## src/rtl/ascon_output_collector.sv

```systemverilog
// Pulls ciphertext and tag bytes out of the Ascon wrapper's byte-serial port and
// re-emits them as a valid/ready byte stream, then wraps the wrapper's output counter.
module ascon_output_collector #(
    parameter int unsigned Y     = 16,
    parameter int unsigned TAG   = 128,
    parameter int unsigned DEPTH = 4
) (
    input  logic       clk,
    input  logic       rst,
    input  logic       encryption_readyxSI,
    output logic       reg_outxSS,
    input  logic [7:0] cipher_tagxSI,
    output logic [7:0] m_dataxDO,
    output logic       m_validxSO,
    input  logic       m_readyxSI,
    output logic       m_lastxSO,
    output logic       m_tagxSO,
    output logic       busyxSO,
    output logic       donexSO,
    output logic       abortxSO
);
    localparam int unsigned N   = (Y + TAG) / 8;
    localparam int unsigned YB  = Y / 8;
    localparam int unsigned CW  = $clog2(N + 1);
    localparam int unsigned AW  = $clog2(DEPTH);
    localparam int unsigned OW  = $clog2(DEPTH + 1);
    localparam int unsigned OW1 = OW + 1;

    typedef enum logic [1:0] {IDLE, FETCH, WRAP, DONE} state_t;

    state_t        state, state_n;
    logic [CW-1:0] req, req_n, cap, cap_n, idx, idx_n;
    logic [OW-1:0] occ, occ_n;
    logic [AW-1:0] rd_ptr, wr_ptr;
    logic [7:0]    mem [DEPTH];
    logic          fetch_d, wrap_sent, wrap_n, strobe_n;
    logic          active, abort_c, push, pop, fetch_now, wrap_now;

    assign m_dataxDO  = mem[rd_ptr];
    assign m_validxSO = (occ != '0);
    assign m_tagxSO   = m_validxSO && (idx >= CW'(YB));
    assign m_lastxSO  = m_validxSO && (idx == CW'(N - 1));

    // Next-state and counter bookkeeping; the strobe is decided one cycle ahead
    // from the next-cycle occupancy so reg_outxSS can come straight from a flop.
    always_comb begin
        active    = (state == FETCH) || (state == WRAP);
        abort_c   = active && !encryption_readyxSI;
        pop       = m_validxSO && m_readyxSI;
        push      = active && fetch_d;
        fetch_now = reg_outxSS && (state == FETCH);
        wrap_now  = reg_outxSS && (state == WRAP);

        state_n = state;
        req_n   = req;
        cap_n   = cap;
        idx_n   = idx;
        occ_n   = occ;
        wrap_n  = wrap_sent;

        if (active) begin
            req_n  = req + CW'(fetch_now);
            cap_n  = cap + CW'(push);
            idx_n  = idx + CW'(pop);
            occ_n  = occ + OW'(push) - OW'(pop);
            wrap_n = wrap_sent | wrap_now;
        end

        case (state)
            IDLE: begin
                if (encryption_readyxSI) begin
                    state_n = FETCH;
                    req_n   = '0;
                    cap_n   = '0;
                    idx_n   = '0;
                    occ_n   = '0;
                    wrap_n  = 1'b0;
                end
            end
            FETCH: begin
                if (abort_c) begin
                    state_n = IDLE;
                    occ_n   = '0;
                end else if (req_n == CW'(N)) begin
                    state_n = WRAP;
                end
            end
            WRAP: begin
                if (abort_c) begin
                    state_n = IDLE;
                    occ_n   = '0;
                end else if (wrap_n && (idx_n == CW'(N))) begin
                    state_n = DONE;
                end
            end
            DONE: begin
                if (!encryption_readyxSI) state_n = IDLE;
            end
            default: state_n = IDLE;
        endcase

        strobe_n = ((state_n == FETCH) && (req_n < CW'(N)) &&
                    ((OW1'(occ_n) + OW1'(fetch_now)) < OW1'(DEPTH))) ||
                   ((state_n == WRAP) && (cap_n == CW'(N)) && !wrap_n);
    end

    always_ff @(posedge clk or negedge rst) begin
        if (!rst) begin
            state      <= IDLE;
            req        <= '0;
            cap        <= '0;
            idx        <= '0;
            occ        <= '0;
            rd_ptr     <= '0;
            wr_ptr     <= '0;
            fetch_d    <= 1'b0;
            wrap_sent  <= 1'b0;
            reg_outxSS <= 1'b0;
            busyxSO    <= 1'b0;
            donexSO    <= 1'b0;
            abortxSO   <= 1'b0;
            for (int unsigned i = 0; i < DEPTH; i++) mem[i] <= '0;
        end else begin
            state      <= state_n;
            req        <= req_n;
            cap        <= cap_n;
            idx        <= idx_n;
            occ        <= occ_n;
            wrap_sent  <= wrap_n;
            reg_outxSS <= strobe_n;
            fetch_d    <= fetch_now && !abort_c;
            abortxSO   <= abort_c;
            busyxSO    <= (state_n == FETCH) || (state_n == WRAP);
            donexSO    <= (state_n == DONE);
            // Pointers restart from zero for every job; abort flush is via occ.
            if (state == IDLE) begin
                rd_ptr <= '0;
                wr_ptr <= '0;
            end else begin
                if (push) begin
                    mem[wr_ptr] <= cipher_tagxSI;
                    wr_ptr      <= wr_ptr + AW'(1);
                end
                if (pop) rd_ptr <= rd_ptr + AW'(1);
            end
        end
    end
endmodule
```

## config.mk

```make
export PLATFORM = sky130hd
export DESIGN_NAME = ascon_output_collector
export DESIGN_NICKNAME = d
export VERILOG_FILES = /design/src/rtl/ascon_output_collector.sv
export SDC_FILE = /design/constraint.sdc
export NUM_CORES = 1
export LEC_CHECK = 0
export CORE_ASPECT_RATIO = 1.2
export CORE_MARGIN = 4
export CORE_UTILIZATION = 54
export CTS_BUF_LIST = sky130_fd_sc_hd__clkbuf_2
export CTS_CLUSTER_SIZE = 30
export DETAILED_ROUTE_END_ITERATION = 16
export PLACE_DENSITY = 0.78
export SYNTH_ARGS = -nofsm -noshare
export SYNTH_HDL_FRONTEND = slang
export SYNTH_SLANG_ARGS = --single-unit
```

## constraint.sdc

```tcl
create_clock -name clk -period 3.1 [get_ports clk]
set_input_delay 0.93 -clock clk [delete_from_list [all_inputs] [get_ports clk]]
set_output_delay 0.93 -clock clk [all_outputs]
set_load 0.05 [all_outputs]
```

==> metrics.md <==
| Metric | Value |
|---|---|
| WL final | `6490 um` |
| Tcrit/Tclk final | `0.979` |
| Final Slew Violations | `0` |
| H-tree levels | `3` |
| Gr usage total | `0.188` |
| Post-synthesis cell type count | `51` |
| DRT antenna net count | `0` |
| CP Class | `in -> reg` |
| Initial Utilization | `0.561` |
| Total congestion overflow | `0` |
| Via-to-Cell Ratio | `~5.6` |
| Share of cells above drive strength 1 | `0.252` |
| Status | `complete, no violations` |
| Later-pin clock latency in the skew report | `450 ps` |
| Switching share of power | `0.433` |
| Placed Area | `3680 um2` |
| Hold_buf cts | `0` |
| Chip Width | `78.0 um` |
| Startpoint types | `input port` |
| First-pass detailed-route iteration total | `4` |
| Die Height | `92.1 um` |
| Max Buffers Root-to-Sink | `2` |
| CTS tree | `built` |
| Peak supply drop | `0.000598 V` |
| DP Wirelength | `4630 um` |
| Slew HR | `0.649` |
| Most common cell in the netlist | `dfrtp_1` |
| CTS Buf Count | `9` |
| Post-synthesis sequential area ratio | `0.488` |
| Clock slew at reported path FFs | `170 ps` |
| Port bufs | `26` |
| Least-Margin Pin Slew | `about 530 ps` |
| Row Count | `30` |
| Worst-path maximum fanout | `4` |
| Area Growth Syn to Fin | `22.6%` |
| Clock network power share | `0.117` |
| Ys Warns | `0` |
| GPL Wtd Cong | `0.875` |
| Number of synthesized register bits | `62` |
| # clock sinks | `62` |
| Initial antenna violation count | `0` |
| Die area | `7180 um2` |
| Mean Syn Cell Area | `12.2 um2` |
| Filler cell count | `418` |
| Nets | `350` |
| GR Layer Usage met1 | `0.211` |
| Comb pwr share | `0.522` |
| Static leakage | `between 0.0015 and 0.002 uW` |
| Area fraction of the dominant cell type after synthesis | `0.488` |
| Total number of vias | `roughly 2.2k` |
| Drt drc | `0` |
| Mapped Cells | `260` |
| PD cells | `812 nW/um2` |
| I/O pins | `27` |
| Initial DRC count | `90` |
| Fmax | `329 MHz` |
| Worst Skew | `19.5 ps` |
| Critical Path RT | `3480 ps` |
| Synth Net Count | `292` |
| Largest net degree at the start of global routing | `42` |
| Min cycle time layout | `3040 ps` |
| Int Power | `1790 uW` |
| Global Route met2 Usage | `0.334` |
| Number of global-route vias before repair | `~2.4k` |
| Post-route cell area | `3900 um2` |
| First-pass GRT wire length | `roughly 11000 um` |
| Final Hold Viols | `0` |
| WL per Instance | `roughly 16 um` |
| Maxcap violations | `0` |
| Leading post-synthesis cells by cell area | `dfrtp_1 49%, mux2_1 11%, ha_1 7.5%` |
| Met3 global-route usage | `0.0314` |
| Root Buffer | `clkbuf_2` |
| CP endpoint kind | `flip-flop` |
| CORE AREA | `around 5700 um2` |
| Ys async rst share | `1.00` |
| HP Class | `in -> async` |
| Number of synthesized flops with an enable pin | `0` |
| Area leader, netlist | `dfrtp_1` |
| Antenna cells | `0` |
| Crit path arrival time | `3420 ps` |
| Cell Area, Synth | `3180 um2` |
| P_sw | `1370 uW` |
| Part of the power in registers | `0.361` |
| Top_reg_cell synth | `dfrtp_1` |
| GRT busiest layer | `met2` |
| Pwr Total | `3160 uW` |
| Setup violators final | `0` |
| Post-synth top cells | `62 x dfrtp_1, 32 x mux2_1, 24 x nor2_1` |
## flip-flops by register name (all words and copies together), names as in the netlist
name	flops
wr_ptr	2
busyxSO	1
idx	5
abortxSO	1
cap	5
req	5
state	2
mem	32
fetch_d	1
donexSO	1
occ	3
reg_outxSS	1
rd_ptr	2
wrap_sent	1
## final timing paths
kind | start | endpoint | slack (ps) | cells after the start
worst max-delay path | m_readyxSI | reg_outxSS$_DFF_PN0_ | 60 | 13
worst min-delay path | rst | mem[17]$_DFFE_PN0P_ | 420 | 1
worst max register to register | occ[0]$_DFF_PN0_ | reg_outxSS$_DFF_PN0_ | 110 | 13
worst min register to register | mem[7]$_DFFE_PN0P_ | mem[7]$_DFFE_PN0P_ | 510 | 1
max in group asynchronous | rst | mem[19]$_DFFE_PN0P_ | 2070 | 2
min in group clk | mem[7]$_DFFE_PN0P_ | mem[7]$_DFFE_PN0P_ | 510 | 1
## power by group through the flow
stage               sequential [uW]  clock (uW)  combinational [uW]
global route                   1170         418                1780
CTS                            1130         382                1580
finish                         1140         371                1650
detailed placement             1150           0                1580
global placement               1130           0                1540
floorplan                      1160           0                1050
## per-layer routing
metal | wire length, um | vias to the layer above
met2 | 3460 | 64
met5 | 0 | -
met1 | 2560 | 1119
met3 | 249 | 17
li1 | - | 1044
met4 | 213 | 0
## cell usage in the layout, fill, tap and decap left out, types with 2 or more instances in the layout
master,n
dfrtp_1,61
mux2_1,32
buf_4,32
nor2_1,23
clkdlybuf4s50_1,14
ha_1,13
inv_1,11
nand2_1,9
clkbuf_2,9
a21oi_1,8
xor2_1,8
mux4_2,8
nor3_1,6
nand2_2,6
mux2i_1,6
nand4_1,6
dlygate4sd2_1,5
ha_4,4
nor2b_1,3
nand2b_1,3
xnor2_1,3
clkinv_2,3
and2_1,2
nand3b_1,2
nor2_2,2
or2_1,2
o21ai_0,2
ha_2,2
clkinv_1,2
## area by class of cell
class / instances / area, um2 / area share
inverter: 12 / 45.0 / 0.0116
tap: 80 / 100 / 0.0257
timing repair buffer: 55 / 477 / 0.122
multi-input combinational: 178 / 1650 / 0.423
sequential: 62 / 1550 / 0.399
clock buffer: 9 / 45.0 / 0.0116
clock inverter: 6 / 30.0 / 0.00771
## worst max-delay path, stage by stage
cell             delay [ps]
clkdlybuf4s50_1         400
and2_4                  160
ha_4                    170
ha_4                    160
nand2_1                  70
or2_1                   160
o2111ai_2               150
nor4b_4                 400
o32a_1                  260
ha_2                    180
and4b_1                 190
nand4b_1                 90
o21ai_1                 100
## through the flow
stage | util | hold WS (ps) | cells | worst slack, ps | TNS, ps
2_1_floorplan | - | 459 | 260 | 129 | 0
3_3_place_gp | 0.649 | 468 | 382 | -424 | -1170
3_5_place_dp | 0.649 | 480 | 382 | -534 | -1620
4_1_cts | 0.665 | 403 | 399 | 15.3 | 0
5_1_grt | 0.687 | 415 | 402 | -24.5 | -24.5
6_report | 0.687 | 419 | 402 | 63.7 | 0
## timing repair
action,4_1_cts,5_1_grt
hold endpoints to repair,0,0
setup buffers,2,3
gates resized for setup,9,21
pin swaps,3,12
setup endpoints to repair,7,2
## cells by family (layout without fill, tap and decap cells)
group	Yosys count	count (layout)	synth area share
adder cells (fa/ha/maj)	20	20	0.0811
buffers and inverters	20	82	0.0279
flip-flops	62	62	0.488
XOR/XNOR	12	12	0.0331
AO/OA/AOI/OAI	26	26	0.0579
AND/OR/NAND/NOR	74	74	0.123
multiplexers	46	46	0.189
No activity file was read; power rests on OpenSTA's default activity.
